## config.mk

```make
export PLATFORM = sky130hd
export DESIGN_NAME = fp_div_sequencer
export DESIGN_NICKNAME = d
export VERILOG_FILES = /design/src/rtl/fp_div_pkg.sv /design/src/rtl/fp_div_iter_counter.sv /design/src/rtl/fp_div_sequencer.sv
export SDC_FILE = /design/constraint.sdc
export NUM_CORES = 1
export LEC_CHECK = 0
export BUFFER_PORTS_ARGS = -buffer_cell sky130_fd_sc_hd__buf_2
export CAP_MARGIN = 10
export CORE_AREA = 2 2 39 41
export DETAILED_ROUTE_END_ITERATION = 7
export DIE_AREA = 0 0 41 43
export PLACE_DENSITY = 0.74
export RECOVER_POWER = 50
export SYNTH_ARGS = -nofsm -noshare
export SYNTH_HDL_FRONTEND = slang
export SYNTH_SLANG_ARGS = --single-unit
export TNS_END_PERCENT = 5
```

## constraint.sdc

```tcl
create_clock -name clk -period 2.49 [get_ports clk]
set_input_delay 0.249 -clock clk [delete_from_list [all_inputs] [get_ports clk]]
set_output_delay 0.249 -clock clk [all_outputs]
set_load 0.02 [all_outputs]
```

## src/rtl/fp_div_pkg.sv

```systemverilog
// Shared definitions for the restoring mantissa divider: FSM states, ALU
// opcodes and default register/iteration sizes used across the divide path.
package fp_div_pkg;

  localparam int DEF_SIZE = 26;
  localparam int DEF_ITER = 24;

  typedef enum logic [2:0] {
    IDLE,
    LOAD,
    SHIFT,
    SUB,
    TEST,
    DONE
  } state_e;

  localparam logic ALU_ADD = 1'b0;
  localparam logic ALU_SUB = 1'b1;

endpackage

```

## src/rtl/fp_div_iter_counter.sv

```systemverilog
// Loadable down-counter of remaining divide iterations; saturates at zero and
// flags the last iteration so the FSM can leave the loop on time.
module fp_div_iter_counter #(
  parameter int W = 5
) (
  input  logic         clk,
  input  logic         rst,
  input  logic         load_i,
  input  logic         dec_i,
  input  logic [W-1:0] load_val_i,
  output logic [W-1:0] cnt_o,
  output logic         zero_next_o
);

  logic [W-1:0] cnt_q, cnt_d;

  // NOTE: every always_comb output gets a default first so no latch is inferred.
  always_comb begin
    cnt_d = cnt_q;
    if (load_i) begin
      cnt_d = load_val_i;
    end else if (dec_i && (cnt_q != '0)) begin
      cnt_d = cnt_q - 1'b1;
    end
  end

  // NOTE: state registers use non-blocking assignments only.
  always_ff @(posedge clk) begin
    if (rst) cnt_q <= '0;
    else     cnt_q <= cnt_d;
  end

  assign cnt_o       = cnt_q;
  assign zero_next_o = (cnt_q == W'(1));

endmodule

```

## src/rtl/fp_div_sequencer.sv

```systemverilog
// Control FSM for the restoring mantissa divider: drives A/Q/B load and shift
// strobes and the shared add/sub unit through ITER shift/subtract/restore steps.
module fp_div_sequencer
  import fp_div_pkg::*;
#(
  parameter int SIZE = DEF_SIZE,
  parameter int ITER = DEF_ITER,
  parameter int CW   = $clog2(ITER + 1)
) (
  input  logic          clk,
  input  logic          rst,
  input  logic          start,
  input  logic          divisor_zero,
  input  logic          a_sign,
  output logic          busy,
  output logic          done,
  output logic          dz,
  output logic          ld_a,
  output logic          ld_q,
  output logic          ld_b,
  output logic          sld_a,
  output logic          sld_q,
  output logic          alu_sub,
  output logic          qbit_wr,
  output logic          qbit,
  output logic [CW-1:0] iter_cnt
);

  // The remainder register needs room for the quotient width plus sign/guard.
  if (ITER > SIZE) begin : g_iter_too_wide
    $error("fp_div_sequencer: ITER exceeds register width SIZE");
  end

  state_e state_q, state_d;
  logic   dz_q, dz_d;
  logic   cnt_load, cnt_dec, last_iter;

  fp_div_iter_counter #(
    .W(CW)
  ) u_iter_counter (
    .clk        (clk),
    .rst        (rst),
    .load_i     (cnt_load),
    .dec_i      (cnt_dec),
    .load_val_i (CW'(ITER)),
    .cnt_o      (iter_cnt),
    .zero_next_o(last_iter)
  );

  always_ff @(posedge clk) begin
    if (rst) begin
      state_q <= IDLE;
      dz_q    <= 1'b0;
    end else begin
      state_q <= state_d;
      dz_q    <= dz_d;
    end
  end

  always_comb begin
    state_d = state_q;
    dz_d    = dz_q;
    case (state_q)
      IDLE: begin
        if (start) begin
          state_d = LOAD;
          dz_d    = 1'b0;
        end
      end
      LOAD: begin
        if (divisor_zero) begin
          state_d = DONE;
          dz_d    = 1'b1;
        end else begin
          state_d = SHIFT;
        end
      end
      SHIFT:   state_d = SUB;
      SUB:     state_d = TEST;
      TEST:    state_d = last_iter ? DONE : SHIFT;
      DONE:    state_d = IDLE;
      default: state_d = IDLE;
    endcase
  end

  // Negative remainder after SUB means B did not fit: restore via A+B, qbit=0.
  always_comb begin
    busy     = (state_q != IDLE);
    done     = 1'b0;
    ld_a     = 1'b0;
    ld_q     = 1'b0;
    ld_b     = 1'b0;
    sld_a    = 1'b0;
    sld_q    = 1'b0;
    alu_sub  = ALU_ADD;
    qbit_wr  = 1'b0;
    qbit     = 1'b0;
    cnt_load = 1'b0;
    cnt_dec  = 1'b0;
    case (state_q)
      LOAD: begin
        ld_a     = 1'b1;
        ld_q     = 1'b1;
        ld_b     = 1'b1;
        cnt_load = 1'b1;
      end
      SHIFT: begin
        sld_a = 1'b1;
        sld_q = 1'b1;
      end
      SUB: begin
        ld_a    = 1'b1;
        alu_sub = ALU_SUB;
      end
      TEST: begin
        qbit_wr = 1'b1;
        cnt_dec = 1'b1;
        ld_a    = a_sign;
        alu_sub = ALU_ADD;
        qbit    = ~a_sign;
      end
      DONE:    done = 1'b1;
      default: ;
    endcase
  end

  assign dz = dz_q;

endmodule
```

==> impl_metrics.yaml <==
outcome:
  status: "completed"
clocking:
  cts_sinks: 9
  cts_buffer_depth: 2
  ctsResizeCount: 0
  cts_buffers: 3
  cts_hold_repair.buffers: 0
  root_buffer: "clkbuf_4"
  htreeDepth: 1
  clk_latency_ns: 0.26
  post-cts-setup-buffer-count: 0
  cts_tree: "done"
  clk_pin_slew_worst_paths_ns: 0.06
placement:
  place.gp.congestion: 0.763
  dpl.hpwl_um: 964
  port_buffers: 20
sta:
  fin_setup_tns_ns: 0
  slew_headroom: 0.696
  grt_setup_unrepaired: "no"
  slew_violations: 0
  fin_crit_sh: 0.762
  fmax_mhz: 527
  hold_violations: 0
  setup_viol: 0
  tightest_slew_ns: 0.455
  period_needed_ns: 1.90
  fin_skew_ns: 0.00381
  fin_hold_ws_ns: 0.200
logic_synthesis:
  ys_seq_area_frac: 0.294
  synth_nets: 83
  avgSynthCellArea_um2: 8.16
  syn_inst: 75
  yosysUniqueCellTypes: 34
  yosysTopAreaCellShare: 0.294
  ys.flop_type: "dfxtp_1"
  async_reset_ff_frac: 0
  ys_top_cells_by_area: "dfxtp_1 (29%), a21oi_1 (6.5%), ha_1 (6.1%), nor3b_1 (4.9%), or3b_2 (4.3%)"
  yosys_warnings: 0
  yosys.area.top_type: "dfxtp_1"
  synth-edff-count: 0
  syn_area_um2: 612
  synthTopCellsByCount: "dfxtp_1 (9), a21oi_1 (8), inv_1 (4), nor2_1 (4), nor3b_1 (4)"
  ys_ff_latch: 9
  yosysMostFrequentCell: "dfxtp_1"
worst_setup_path:
  reg2reg_from: "u_iter_counter.cnt_o[0]"
  worstSetupPathType: "flop to output pin"
  max_stage_delay_ns: 0.60
  reg2reg_slack_ns: 0.85
  arrival_ns: 1.65
  cp_cell_sequence: "or3b_1, clkinv_1, buf_2"
  critPathRequiredTime_ns: 2.24
  rr_worst_depth: 5
  worstSetupEndpointType: "output pin"
  critPathLaunchType: "flop"
  cpMaxStageDelayCell: "dfxtp_1"
  r2r-end: "u_iter_counter.cnt_o[2]"
  path_max_fanout: 16
floorplan:
  dieArea_um2: 1760
  die_x_um: 41
  die_h_um: 43
  ios: 21
  coreArea_um2: 1380
  num_rows: 14
  start_util: 0.442
final_layout:
  fin_nets: 102
  antenna_cells: 0
  drive_gt1_frac: 0.247
  final_util: 0.517
  area_delta_synth_final_pct: 17.0
power_and_ir_drop:
  p_per_area_nw_per_um2: 576
  peakVddDrop_uv: 392
  p_leak_uw: 0.000304
  total_power_uw: 412
global_route:
  grt_overflow: 0
  grtUsageTotal: 0.171
  grt_max_degree: 17
  grt_pass1_wl_mm: 2.03
  antenna_found_initial: 0
  grt_pass1_vias: 486
worst_hold_path:
  hold_class: "input port to flop"
  min_path_cells: 2
  min_to: "dz"
  worstHoldStart: "rst"
route:
  dr.first_iter.drc_count: 10
  routed-via-count: 601
  drc: 0
  first_pass_iters: 4
  routed_wl_mm: 1.32
  ant_nets: 0
  via_per_inst: 5.51
  wire_per_inst_um: 12.1
job:
  maxCapViolCount: 0
-- sequential cells by signal, indices dropped and copies added (netlist names) --
| register | flops |
|---|---|
| u_iter_counter.cnt_o | 5 |
| dz | 1 |
| state_q | 3 |
-- routing by layer --
layer / up-vias / global-route usage / wire [um]
met5: - / 0 / 0
met4: 0 / 0.100 / 22
met3: 3 / 0.0471 / 83
met2: 19 / 0.244 / 607
met1: 272 / 0.220 / 608
li1: 307 / - / -
-- final cells by class --
| cell class | instances | area, um^2 |
|---|---|---|
| fillers | 154 | 668 |
| flip-flops and latches | 9 | 180 |
| inverters | 5 | 18.8 |
| multi-input cells | 55 | 379 |
| well taps | 16 | 20.0 |
| clock buffers | 4 | 26.3 |
| repair buffers | 20 | 91.3 |
-- how the worst max path moves through the flow --
stage               cells past startpoint                       to                     from
floorplan                               6  u_iter_counter.cnt_o[2]  u_iter_counter.cnt_o[0]
global placement                        5  u_iter_counter.cnt_o[4]  u_iter_counter.cnt_o[0]
detailed placement                      5  u_iter_counter.cnt_o[4]  u_iter_counter.cnt_o[0]
CTS                                     3                  qbit_wr               state_q[2]
global route                            3                  qbit_wr               state_q[2]
finish                                  3                  qbit_wr               state_q[2]
-- stage by stage --
stage / cells / instance area, um^2 / worst slack [ns]
global placement: 105 / 698 / 0.871
floorplan: 75 / 612 / 0.799
CTS: 109 / 724 / 0.587
detailed placement: 105 / 698 / 0.861
global route: 109 / 716 / 0.485
finish: 109 / 716 / 0.593
-- cells by family (layout without fill, tap and decap cells) --
kind of cell,after synthesis,in the layout,synth area share
compound gates,22,22,0.237
fa+ha+maj,3,3,0.0614
buf+inv,11,29,0.0859
flops,9,9,0.294
simple gates,30,30,0.321
-- worst max-delay path, delay by kind of cell (launching register included) --
kind                   cells  cell delay, ns
flip-flops                 1            0.60
AND/OR/NAND/NOR            1            0.44
buffers and inverters      2            0.34
-- power by group --
group,switching [uW],internal (uW),total [uW]
combinational,73.5,49.7,123
sequential,21.0,155,176
clock,50.8,61.7,112
total,145,267,412
-- cells in the final DEF (no fill, tap or decap), drive strengths merged, types with 2 or more instances in the layout --
cell / instances
nand3: 3
buf: 13
a21o: 2
nand2b: 2
or3b: 4
a21bo: 2
nor3b: 4
nand2: 3
o21a: 2
nor3: 2
a21oi: 8
nor2: 4
dfxtp: 9
ha: 3
inv: 4
o21ai: 2
clkbuf: 11
No activity file was read; power rests on OpenSTA's default activity.
